<file path="src/rtl/fifo_pkg.sv">
// fifo_pkg: default sizing constants for the synchronous FIFO
package fifo_pkg;
  localparam int DEF_DATA_WIDTH = 8;
  localparam int DEF_DEPTH = 16;
  function automatic int addr_width(input int depth);
    return $clog2(depth);
  endfunction
  localparam int DEF_ADDR_WIDTH = addr_width(DEF_DEPTH);
endpackage

</file>
<file path="src/rtl/fifo_mem.sv">
// fifo_mem: register array with one synchronous write port and a registered read port
module fifo_mem import fifo_pkg::*; #(
  parameter int DATA_WIDTH = DEF_DATA_WIDTH,
  parameter int DEPTH = DEF_DEPTH,
  parameter int ADDR_WIDTH = addr_width(DEPTH)
) (
  input  logic                  clk,
  input  logic                  rst,
  input  logic                  we,
  input  logic [ADDR_WIDTH-1:0] waddr,
  input  logic [DATA_WIDTH-1:0] wdata,
  input  logic                  re,
  input  logic [ADDR_WIDTH-1:0] raddr,
  output logic [DATA_WIDTH-1:0] rdata
);
  logic [DATA_WIDTH-1:0] mem [DEPTH];
  always_ff @(posedge clk)
    if (we) mem[waddr] <= wdata;
  // only the read register is reset; storage contents are don't-care after reset
  always_ff @(posedge clk)
    if (!rst) rdata <= '0;
    else if (re) rdata <= mem[raddr];
endmodule

</file>
<file path="src/rtl/sync_fifo.sv">
// sync_fifo: single-clock FIFO with wrap-bit pointers, full/empty flags and registered read data
module sync_fifo import fifo_pkg::*; #(
  parameter int DATA_WIDTH = DEF_DATA_WIDTH,
  parameter int DEPTH = DEF_DEPTH,
  parameter int ADDR_WIDTH = addr_width(DEPTH)
) (
  input  logic                  clk,
  input  logic                  rst,
  input  logic                  write_en,
  input  logic                  read_en,
  input  logic [DATA_WIDTH-1:0] data_in,
  output logic                  full,
  output logic                  empty,
  output logic [DATA_WIDTH-1:0] data_out
);
  logic [ADDR_WIDTH:0] wr_ptr, rd_ptr;
  logic wr_ok, rd_ok;
  assign empty = wr_ptr == rd_ptr;
  assign full = wr_ptr == {~rd_ptr[ADDR_WIDTH], rd_ptr[ADDR_WIDTH-1:0]};
  assign wr_ok = rst & write_en & ~full;
  assign rd_ok = rst & read_en & ~empty;
  always_ff @(posedge clk)
    if (!rst) begin
      wr_ptr <= '0;
      rd_ptr <= '0;
    end else begin
      if (wr_ok) wr_ptr <= wr_ptr + 1'b1;
      if (rd_ok) rd_ptr <= rd_ptr + 1'b1;
    end
  fifo_mem #(.DATA_WIDTH(DATA_WIDTH), .DEPTH(DEPTH), .ADDR_WIDTH(ADDR_WIDTH)) u_mem (
    .clk(clk),
    .rst(rst),
    .we(wr_ok),
    .waddr(wr_ptr[ADDR_WIDTH-1:0]),
    .wdata(data_in),
    .re(rd_ok),
    .raddr(rd_ptr[ADDR_WIDTH-1:0]),
    .rdata(data_out)
  );
endmodule

</file>
<file path="config.mk">
export PLATFORM = sky130hd
export DESIGN_NAME = sync_fifo
export DESIGN_NICKNAME = d
export VERILOG_FILES = /design/src/rtl/fifo_pkg.sv /design/src/rtl/fifo_mem.sv /design/src/rtl/sync_fifo.sv
export SDC_FILE = /design/constraint.sdc
export NUM_CORES = 1
export LEC_CHECK = 0
export BUFFER_PORTS_ARGS = -buffer_cell sky130_fd_sc_hd__buf_2
export CORE_UTILIZATION = 40
export CTS_BUF_LIST = sky130_fd_sc_hd__clkbuf_4 sky130_fd_sc_hd__clkbuf_8
export DETAILED_ROUTE_END_ITERATION = 12
export HOLD_SLACK_MARGIN = 0.1
export MAX_ROUTING_LAYER = met4
export SYNTH_ARGS = -nofsm -noshare
export SYNTH_HDL_FRONTEND = slang
export SYNTH_SLANG_ARGS = --single-unit
</file>
<file path="constraint.sdc">
create_clock -name clk -period 2.8 [get_ports clk]
set_clock_uncertainty 0.1 [all_clocks]
set_input_delay 0.42 -clock clk [delete_from_list [all_inputs] [get_ports clk]]
set_output_delay 0.42 -clock clk [all_outputs]
set_load 0.005 [all_outputs]
</file>
==> Word-level counts from Yosys, hierarchy flattened <==
Memories as Yosys holds them, arrays and structs flattened. A register that Yosys moved wholly into a read port is not among the register bits.
Index checks and enable logic that the tools add are counted.
{ "totals": {"out_inout_bits": 10, "memories": 1, "in_bits": 12, "register_bits": 10, "ramBits": 128} }
{ "mem_list": {"columns": ["name", "depth", "word_bits", "read_ports", "rd_ports_with_merged_regs", "wr", "line", "source"], "rows": [
  ["u_mem.mem", 16, 8, 1, 1, 1, "fifo_mem.sv:16", "logic [DATA_WIDTH-1:0] mem [DEPTH];"]
]} }
{ "op_classes": {"n_reduce_logical": 1, "addsub": 2, "bitwise_logic": 7, "mux": 2, "n_eq_ne": 2} }
{ "op_table": {"columns": ["cell", "n"], "rows": [
  ["adder 5 x 1 -> 5 bit (second input constant)", 2],
  ["equality test 5 bit", 2],
  ["bitwise AND 1 bit", 4],
  ["NOT 1 bit", 3],
  ["two-way mux 1 bit", 2],
  ["logical NOT 1 bit", 1]
]} }

==> Longest topological paths before layout <==
Gate-level depths: netlist of run 1.
{ "depth": {"word_depth": 6, "depth_mapped": 8, "ltp_nobuf": 5} }

==> Cells and area by module <==
Synthesis of run 1 repeated with hierarchy kept, for this count alone.
{ "hier_totals": {"cells_unflattened": 411, "area_unflattened_um2": 6107.1} }
{ "by_module_without_submodules": {"columns": ["mod", "cells_each", "n_inst", "area_each_um2"], "rows": [
  ["fifo_mem", 318, 1, 5351.4],
  ["sync_fifo", 93, 1, 755.7]
]} }

==> Least setup slack after synthesis of run 1 <==
Ideal clock, no wire load.
{ "synth_path": {"path_type": "register to register", "startpoint": "register rd_ptr[2]", "endpoint": "memory u_mem.mem[6][0] (netlist bit) (enable)", "path_buffers": 2, "stages_incl_launch_ff": 7, "path_slack_ns": 0.382, "t_required_ns": 2.302, "arrival_time_ns": 1.920, "setup_time_ns": 0.398, "synth_period_minus_slack_ns": 2.418, "path_cell_list": "dfxtp_1 buf_4 xnor2_4 nand4_4 o21ai_4 buf_6 nor4b_1"} }
{ "synth_via": {"elab_chain_cells": 5} }
{ "synth_lines": {"columns": ["item", "line", "source"], "rows": [
  ["from (decl)", "sync_fifo.sv:16", "logic [ADDR_WIDTH:0] wr_ptr, rd_ptr;"],
  ["from (signal assigned)", "sync_fifo.sv:28", "if (rd_ok) rd_ptr <= rd_ptr + 1'b1;"],
  ["equality test 5 bit", "sync_fifo.sv:19", "assign full = wr_ptr == {~rd_ptr[ADDR_WIDTH], rd_ptr[ADDR_WIDTH-1:0]};"],
  ["NOT 1 bit", "sync_fifo.sv:20", "assign wr_ok = rst & write_en & ~full;"],
  ["bitwise AND 1 bit", "sync_fifo.sv:20", null],
  ["two-way mux 1 bit", "fifo_mem.sv:18", "if (we) mem[waddr] <= wdata;"],
  ["two-way mux 1 bit (not written as such)", "fifo_mem.sv:18", null],
  ["to (decl)", "fifo_mem.sv:16", null]
]} }
Every way passes these cells.

==> Worst setup path in the final report of run 1 <==
{ "layout_path": {"startpoint": "register rd_ptr[4]", "endpoint": "memory u_mem.mem[12][5] (netlist bit) (enable)"} }
{ "layout_via": {"elab_chain_cells": 6} }
{ "layout_lines": {"columns": ["item", "line"], "rows": [
  ["NOT 1 bit", "sync_fifo.sv:19"],
  ["equality test 5 bit", "sync_fifo.sv:19"],
  ["NOT 1 bit", "sync_fifo.sv:20"],
  ["bitwise AND 1 bit", "sync_fifo.sv:20"],
  ["two-way mux 1 bit", "fifo_mem.sv:18"],
  ["two-way mux 1 bit (not written as such)", "fifo_mem.sv:18"]
]} }
Every way passes these cells.

==> results of run 1 <==
## critical path, cell delays in order, from the launching register on
cell and delay, ps:
dfxtp_1 350, xnor2_1 400, o21ai_4 220, nor3_1 980
## logic make-up after synthesis
group	share of synthesized area (%)
and+or+nand+nor	4.50
adders and majority gates	1.06
buffers and inverters	2.91
xor gates and xnor gates	2.08
AOI/OAI and AO/OA	5.77
muxes	12.4
DFF	71.3
## worst paths after layout
path | startpoint | endpoint | depth (start not counted)
hold / removal | rst | u_mem.rdata[2] | 3
hold reg to reg | u_mem.rdata[2] | u_mem.rdata[2] | 2
setup / recovery | rd_ptr[4] | u_mem.mem[12][5] | 3
setup reg to reg | rd_ptr[4] | u_mem.mem[12][5] | 3
## power by group through the flow
stage          Combinational [mW]  Sequential (mW)  Clock, mW
3_3_place_gp                0.415             2.49          0
6_report                    0.417             2.44       1.80
2_1_floorplan               0.275             2.49          0
5_1_grt                     0.462             2.45       1.92
3_5_place_dp                0.424             2.49          0
4_1_cts                     0.426             2.44       1.83
## cells in the final DEF, fill, tap and decap left out, types with 3 or more instances in the layout
cell type and n:
bufinv_16 4, buf_2 21, inv_1 3, nand2_1 7, buf_4 19, a221oi_1 8
a31oi_1 8, nor4b_2 3, nor2b_1 4, mux4_2 24, o21a_1 3, nor4_1 8
dfxtp_1 16, o21ai_0 16, mux2i_1 19, xnor2_1 7, and2_1 7, a22oi_1 8
edfxtp_1 128, ha_1 5, clkbuf_8 20, nor3_1 4
## final cells by class
cell class                      instances  area [sq um]  area share, %
Timing Repair Buffer                   40           248           3.70
Tap cell                              184           230           3.44
Sequential cell                       146          4210           62.9
Clock inverter                         10           156           2.34
Inverter                                3          11.3          0.168
Multi-Input combinational cell        151          1550           23.1
Clock buffer                           22           290           4.34
## flip-flops by register name, indices dropped and copies added (netlist names)
signal and flops:
rd_ptr 5, u_mem.rdata 8, u_mem.mem 128, wr_ptr 5
## metal layers
metal	track usage, %	vias up	wire, um
met4	6.48	0	202
met2	26.7	77	5640
met1	24.5	1540	5600
li1	-	1381	-
met5	-	-	0
met3	4.20	16	644
==> out/summary.txt, run 1 <==
maximum vdd drop: 314 uV
clock-pin slew on the worst setup and hold paths: 70 ps
post-detail-place hpwl: 7700 um
RSZ-0062 raised after global routing: no
Nets: 376
gr ovfl total: 0
final worst-path cycle share: 87.0%
initial antenna violation count: 0
Yosys top cell area share: 65.2%
I/O pin count: 22
largest net degree at the start of global routing: 45
Post-synth EDFFs: 128
max cap viols: 0
syn_area_per_cell: 18.3 sq um
NetSw: 1.03 mW
setup slack, reg-to-reg: 360 ps
chip height: 123 um
via count: 3014
CTS tree: yes
wire per inst: 21.7 um
Final Critical Period: 2440 ps
Residual DRC: 0
total power: 4.66 mW
Die Width: 123 um
Sw Share: 22.0%
Syn Inst Count: 323
GRT Resource Usage Total: 18.1%
Buffers on Ports: 21
GP Congestion: 0.815
Layout fillers: 1258
Synth cell types: 37
Worst slew margin: 21.3%
Final WS setup: 365 ps
insertion delay to the later sink of the worst-skew pair: 440 ps
H-tree levels: 4
share of layout cells above drive strength 1: 28.5%
CP Data Arrival Time: 2390 ps
CTS Buf Count: 17
post-CTS setup repair buffer count: 0
final hold violations: 0
outcome: finished, final reports clean
Core Box Area: 14500 sq um
Antenna Cells: 0
placed cells: 524
FFs w/ async S/R, synth: 0%
CP Class: flip-flop to flip-flop
Max clock buf depth: 2
Max FO, Critical Path: 14
leading area contributor after synthesis: edfxtp_1
Internal: 3.64 mW
Finished Cell Area: 6690 sq um
Reg power frac: 52.4%
Net Count, Synth: 340
most frequent cell after synthesis: edfxtp_1
Crit path required time: 2750 ps
CTS Sinks: 146
worst hold path class: input pin to flip-flop
fin. max-slew vios: 0
Area Overhead vs Synth: 13.4%
Clk pwr share: 38.7%
Synth area leaders: edfxtp_1 (65%), mux4_2 (9.2%), dfxtp_1 (6.1%), mux2i_1 (3.2%), buf_6 (1.5%)
cell area after synthesis: 5900 sq um
Initial Utilization: 40.7%
via/cell ratio: 5.42
cts-stage hold buffer count: 0
Root Driver: clkbuf_8
crit end category: flip-flop
actual slew at the worst max-slew pin: 1170 ps
vias in the first global route: 3070
fin util: 46.2%
Pwr per Cell Area: 697 nW/um^2
combinational group share of total power: 9.0%
Synth Register Bits: 146
# setup viols final: 0
final WL: 12100 um
Yosys Warn Count: 0
maximum clock frequency: 411 MHz
first-pass GRT wire length: 18400 um
top cells by count, synth: edfxtp_1 (128), mux4_2 (24), mux2i_1 (19)
Placement Cell Area: 6240 sq um
P_leak: 2.08 nW
drt pass-1 iters: 4
area of the die: 15200 sq um
Finished Layout Cells: 556
Seq/Total Area, Yosys: 71.3%
critical path launch point type: flip-flop
CTS resizes: 0
Synth Flop Type: edfxtp_1
1st-iter DRT viols: 370
Post-DRT Antenna Nets: 0
# rows: 44
Worst Hold Slack: 264 ps
total negative slack: 0 ps
pre-CTS WS: 270 ps
Power figures use the tool's default switching activity.
==> run 2: changes to the inputs <==
--- a/config.mk
+++ b/config.mk
@@ -6,11 +6,14 @@
 export NUM_CORES = 1
 export LEC_CHECK = 0
 export BUFFER_PORTS_ARGS = -buffer_cell sky130_fd_sc_hd__buf_2
+export CELL_PAD_IN_SITES_DETAIL_PLACEMENT = 1
+export CELL_PAD_IN_SITES_GLOBAL_PLACEMENT = 1
 export CORE_UTILIZATION = 40
 export CTS_BUF_LIST = sky130_fd_sc_hd__clkbuf_4 sky130_fd_sc_hd__clkbuf_8
+export CTS_CLUSTER_DIAMETER = 200
 export DETAILED_ROUTE_END_ITERATION = 12
-export HOLD_SLACK_MARGIN = 0.1
 export MAX_ROUTING_LAYER = met4
+export PLACE_DENSITY_LB_ADDON = 0.1
 export SYNTH_ARGS = -nofsm -noshare
 export SYNTH_HDL_FRONTEND = slang
 export SYNTH_SLANG_ARGS = --single-unit
==> run 2 against run 1 <==
Effect of this change: fmax rose by 12%; largest cell class unchanged; core utilization rose by 0.66 points; via count rose by 0.73%; total power rose by 0.68%; clock-buffer cell count rose by 1; flip-flop and latch count did not move.
==> out/summary.txt, run 2 (synthesis gave the netlist of run 1 again) <==
Layout fillers: 1390 (was 1258)
Worst slew margin: 52.8% (was 21.3%)
post-CTS setup repair buffer count: 0 (unchanged)
drt pass-1 iters: 4 (unchanged)
CP max stage delay: 580 ps (was 980 ps)
Die Width: 123 um (unchanged)
Finished Cell Area: 6780 sq um (was 6690 sq um)
hold path cells: 1 (was 3)
clock-pin slew on the worst setup and hold paths: 80 ps (was 70 ps)
via/cell ratio: 5.40 (was 5.42)
chip height: 123 um (unchanged)
gr ovfl total: 0 (unchanged)
# setup viols final: 0 (unchanged)
GP Congestion: 0.741 (was 0.815)
register area: 4210 sq um (unchanged)
insertion delay to the later sink of the worst-skew pair: 440 ps (about the same)
CP Class: flip-flop to flip-flop (unchanged)
cts-stage hold buffer count: 0 (unchanged)
Residual DRC: 0 (unchanged)
most common cell after layout, fill and taps aside: edfxtp_1 (unchanged)
critical path launch point type: flip-flop (unchanged)
crit end category: flip-flop (unchanged)
Multi-input gate area: 1580 sq um (was 1550 sq um)
slowest stage cell, crit path: o21ai_4 (was nor3_1)
vias in the first global route: 3202 (was 3070)
reg2reg end: wr_ptr[1] (was u_mem.mem[12][5])
final worst-path cycle share: 77.6% (was 87.0%)
initial antenna violation count: 0 (unchanged)
RSZ-0062 raised after global routing: no (unchanged)
Buffers on Ports: 21 (unchanged)
Crit path required time: 3030 ps (was 2750 ps)
Initial Utilization: 40.7% (unchanged)
max cap viols: 0 (unchanged)
most frequent cells in the layout: edfxtp_1 (128), mux4_2 (24), buf_4 (24) (was edfxtp_1 (128), mux4_2 (24), buf_2 (21))
CTS tree: yes (unchanged)
I/O pin count: 22 (unchanged)
Hold Crit Endpoint: u_mem.mem[15][0] (was u_mem.rdata[2])
Worst Reg-to-Reg Cells: 6 (was 3)
worst hold path class: input pin to flip-flop (unchanged)
Placement Cell Area: 6340 sq um (was 6240 sq um)
Root Driver: clkbuf_8 (unchanged)
setup slack, reg-to-reg: 630 ps (was 360 ps)
GRT Resource Usage Total: 20.0% (was 18.1%)
total negative slack: 0 ps (unchanged)
CTS Buf Count: 17 (unchanged)
biggest registers after layout: u_mem.mem (128), u_mem.rdata (8) (unchanged)
via count: 3036 (was 3014)
reg-to-reg critical path startpoint: wr_ptr[0] (was rd_ptr[4])
Antenna Cells: 0 (unchanged)
maximum vdd drop: 356 uV (was 314 uV)
area of the die: 15200 sq um (unchanged)
crit path cell chain: xnor2_1 -> nand4_4 -> o21ai_4 -> buf_4 -> mux2i_1 -> nor2b_1 (was xnor2_1 -> o21ai_4 -> nor3_1)
Most flops, register: u_mem.mem (unchanged)
wire per inst: 24.0 um (was 21.7 um)
min-delay src: data_in[0] (was rst)
CTS Sinks: 146 (unchanged)
CP delay by family, top: compound AO/OA/AOI/OAI gates (was simple AND/OR/NAND/NOR gates)
Final Critical Period: 2170 ps (was 2440 ps)
fin util: 46.8% (was 46.2%)
largest net degree at the start of global routing: 26 (was 45)
max reg flops: 128 (unchanged)
# rows: 44 (unchanged)
actual slew at the worst max-slew pin: 707 ps (was 1170 ps)
1st-iter DRT viols: 149 (was 370)
Max FO, Critical Path: 18 (was 14)
first-pass GRT wire length: 20100 um (was 18400 um)
maximum clock frequency: 460 MHz (was 411 MHz)
CTS resizes: 0 (unchanged)
final WL: 13500 um (was 12100 um)
H-tree levels: 4 (unchanged)
Post-DRT Antenna Nets: 0 (unchanged)
Worst Path Buf+Inv: 1 (was 0)
P_leak: 2.13 nW (was 2.08 nW)
final hold violations: 0 (unchanged)
Max clock buf depth: 2 (unchanged)
fin. max-slew vios: 0 (unchanged)
outcome: finished, final reports clean (unchanged)
Area Overhead vs Synth: 15.0% (was 13.4%)
CP Data Arrival Time: 2400 ps (was 2390 ps)
share of layout cells above drive strength 1: 31.7% (was 28.5%)
Core Box Area: 14500 sq um (unchanged)
post-detail-place hpwl: 8730 um (was 7700 um)
Pwr per Cell Area: 692 nW/um^2 (was 697 nW/um^2)
Nets: 382 (was 376)
run 2: changes by cell type in the layout (fill, tap and decap cells not counted), sizes merged:
cell,before,now
buf,40,46
clkbuf,22,23
clkinv,4,3
run 2: routing by layer:
layer	vias to the layer above	part of all wire, %	track usage (%)
met3	11	3.3	4.15
li1	1390	-	-
met2	41	50	31.0
met1	1594	45	26.6
met5	-	0	-
met4	0	1.2	5.87
run 2: power by group:
part / total (mW) / switching (mW) / internal (mW) / leakage, nW
clock network: 1.82 / 0.766 / 1.06 / 0.224
logic: 0.417 / 0.247 / 0.170 / 0.600
registers: 2.45 / 0.0419 / 2.41 / 1.30
total: 4.69 / 1.05 / 3.64 / 2.13
run 2: through the flow:
stage	setup WS, ps	power, mW	hold slack (ps)	std cells
floorplan	382	2.77	414	323
global placement	704	2.92	424	530
detailed placement	650	2.93	443	530
CTS	630	4.75	284	562
global route	456	4.88	294	562
finish	627	4.69	301	562
run 2: area by class of cell:
type,count,area share [%]
flip-flops and latches,146,62.0
inverters,3,0.166
repair buffers,46,4.50
multi-input cells,151,23.4
clock buffers,23,4.30
well taps,184,3.39
clock inverters,9,2.27
run 2: worst max path at each step:
stage / startpoint / to / slack (ps) / cells past startpoint
after floorplan: rd_ptr[2] / u_mem.mem[6][0] / 380 / 6
after global placement: rd_ptr[1] / wr_ptr[1] / 700 / 6
after detailed placement: wr_ptr[0] / wr_ptr[1] / 650 / 6
after CTS: wr_ptr[0] / wr_ptr[1] / 630 / 6
after global routing: wr_ptr[0] / wr_ptr[1] / 460 / 6
final: wr_ptr[0] / wr_ptr[1] / 630 / 6
==> run 3: changes to the inputs <==
==> constraint.sdc (replaced) <==
create_clock -name clk -period 1.9 [get_ports clk]
set_clock_uncertainty 0.1 [all_clocks]
set_input_delay 0.285 -clock clk [delete_from_list [all_inputs] [get_ports clk]]
set_output_delay 0.285 -clock clk [all_outputs]
set_load 0.005 [all_outputs]
==> run 3 against run 2 <==
Effect of this change: critical path depth up 2; routed wire length up 9.1%; die area unchanged; total power is 52% higher; final cell count grew 6.6%; critical endpoint is now u_mem.mem[4][2]; fmax is 15% higher; largest power group unchanged.
==> out/summary.txt, run 3 (synthesis gave the netlist of run 1 again) <==
outcome: finished, final reports clean (unchanged)
Worst slew margin: 76.7% (was 52.8%)
initial antenna violation count: 0 (unchanged)
max reg flops: 128 (unchanged)
Area Overhead vs Synth: 28.1% (was 15.0%)
largest net degree at the start of global routing: 27 (was 26)
cts-stage hold buffer count: 0 (unchanged)
total power: 7.15 mW (was 4.69 mW)
I/O pin count: 22 (unchanged)
maximum vdd drop: 512 uV (was 356 uV)
max cap viols: 0 (unchanged)
Buffers on Ports: 21 (unchanged)
insertion delay to the later sink of the worst-skew pair: 440 ps (about the same)
fin. max-slew vios: 0 (unchanged)
Pwr per Cell Area: 947 nW/um^2 (was 692 nW/um^2)
Crit path depth: 8 (was 6)
via/cell ratio: 5.47 (was 5.40)
actual slew at the worst max-slew pin: 350 ps (was 707 ps)
CP Class: flip-flop to flip-flop (unchanged)
crit path cell chain: buf_6 -> xnor2_4 -> nand4_4 -> o21ai_4 -> buf_6 -> buf_12 -> nor4b_4 -> buf_6 (was xnor2_1 -> nand4_4 -> o21ai_4 -> buf_4 -> mux2i_1 -> nor2b_1)
CTS Sinks: 146 (unchanged)
final worst-path cycle share: 99.5% (was 77.6%)
Root Driver: clkbuf_8 (unchanged)
# setup viols final: 0 (unchanged)
vias in the first global route: 3414 (was 3202)
CP delay by family, top: buffers and inverters (was compound AO/OA/AOI/OAI gates)
post-detail-place hpwl: 9030 um (was 8730 um)
Top cell by count, worst path: buf_6
Most flops, register: u_mem.mem (unchanged)
slowest stage cell, crit path: dfxtp_2 (was o21ai_4)
CP max stage delay: 330 ps (was 580 ps)
Multi-input gate area: 1840 sq um (was 1580 sq um)
1st-iter DRT viols: 232 (was 149)
hold path cells: 1 (unchanged)
most frequent cells in the layout: edfxtp_1 (128), buf_4 (34), mux4_2 (24) (was edfxtp_1 (128), mux4_2 (24), buf_4 (24))
Worst Reg-to-Reg Cells: 8 (was 6)
Post-DRT Antenna Nets: 0 (unchanged)
Initial Utilization: 40.7% (unchanged)
CP Data Arrival Time: 1940 ps (was 2400 ps)
final WL: 14700 um (was 13500 um)
critical path launch point type: flip-flop (unchanged)
gr ovfl total: 0 (unchanged)
Max clock buf depth: 2 (unchanged)
H-tree levels: 4 (unchanged)
Nets: 419 (was 382)
Die Width: 123 um (unchanged)
area of the die: 15200 sq um (unchanged)
P_leak: 2.41 nW (was 2.13 nW)
Max FO, Critical Path: 8 (was 18)
biggest registers after layout: u_mem.mem (128), u_mem.rdata (8) (unchanged)
register area: 4210 sq um (about the same)
GP Congestion: 0.731 (was 0.741)
chip height: 123 um (unchanged)
GRT Resource Usage Total: 21.3% (was 20.0%)
drt pass-1 iters: 4 (unchanged)
crit end category: flip-flop (unchanged)
CTS tree: yes (unchanged)
wire per inst: 24.5 um (was 24.0 um)
Core Box Area: 14500 sq um (unchanged)
most common cell after layout, fill and taps aside: edfxtp_1 (unchanged)
maximum clock frequency: 529 MHz (was 460 MHz)
# rows: 44 (unchanged)
clock-pin slew on the worst setup and hold paths: 80 ps (about the same)
final hold violations: 0 (unchanged)
share of layout cells above drive strength 1: 44.3% (was 31.7%)
via count: 3275 (was 3036)
first-pass GRT wire length: 21600 um (was 20100 um)
worst hold path class: input pin to flip-flop (unchanged)
Crit path required time: 1950 ps (was 3030 ps)
total negative slack: 0 ps (unchanged)
Final Critical Period: 1890 ps (was 2170 ps)
Antenna Cells: 0 (unchanged)
RSZ-0062 raised after global routing: yes (was no)
Worst Path Buf+Inv: 4 (was 1)
Residual DRC: 0 (unchanged)
CTS Buf Count: 17 (unchanged)
Layout fillers: 1332 (was 1390)
-- run 3: cell types whose count changed in the layout (fill, tap and decap cells not counted), sizes merged --
cell	delta
buf	+35
bufinv	-1
clkbuf	-2
clkinvlp	+1
inv	+4
-- run 3: metal layers --
metal / vias up / global-route usage, % / routed length [um]
li1: 1466 / - / -
met1: 1735 / 27.4 / 6350
met2: 60 / 34.7 / 7580
met3: 14 / 3.74 / 594
met4: 0 / 6.33 / 150
met5: - / - / 0
-- run 3: final timing paths --
| path | slack, ps | end | startpoint |
|---|---|---|---|
| min reg2reg | 440 | u_mem.rdata[2] | u_mem.rdata[2] |
| max | 10 | u_mem.mem[4][2] | wr_ptr[1] |
| min | 130 | u_mem.mem[7][5] | data_in[5] |
| max reg2reg | 10 | u_mem.mem[4][2] | wr_ptr[1] |
-- run 3: what timing repair did --
item                                    4_1_cts  5_1_grt
setup buffers                                 5        3
pin swaps                                     6        7
gates cloned                                  1        2
endpoints found under the setup margin      112       85
resized for setup                            40       29
-- run 3: layout make-up --
type	instances	area share (%)
Clock buffer	19	3.46
Clock inverter	13	2.29
Timing Repair Buffer	83	11.0
Sequential cell	146	55.7
Multi-Input combinational cell	151	24.4
Tap cell	184	3.05
Inverter	3	0.149
-- run 3: stage by stage --
step	hold slack, ps	instance area [sq um]	worst slack, ps	instances	utilization (%)
after floorplan	284	5980	-233	323	-
after global placement	422	6650	-147	556	46.0
after detailed placement	424	6650	-173	556	46.0
after CTS	111	7360	-25.4	594	50.8
after global routing	119	7550	-67.1	599	52.2
final	134	7550	9.97	599	52.2
-- run 3: power by group --
group	switching [mW]	internal, mW	leakage (nW)	total (mW)
Sequential	0.0476	3.55	1.30	3.60
Clock	1.21	1.39	0.211	2.60
Combinational	0.480	0.473	0.894	0.953
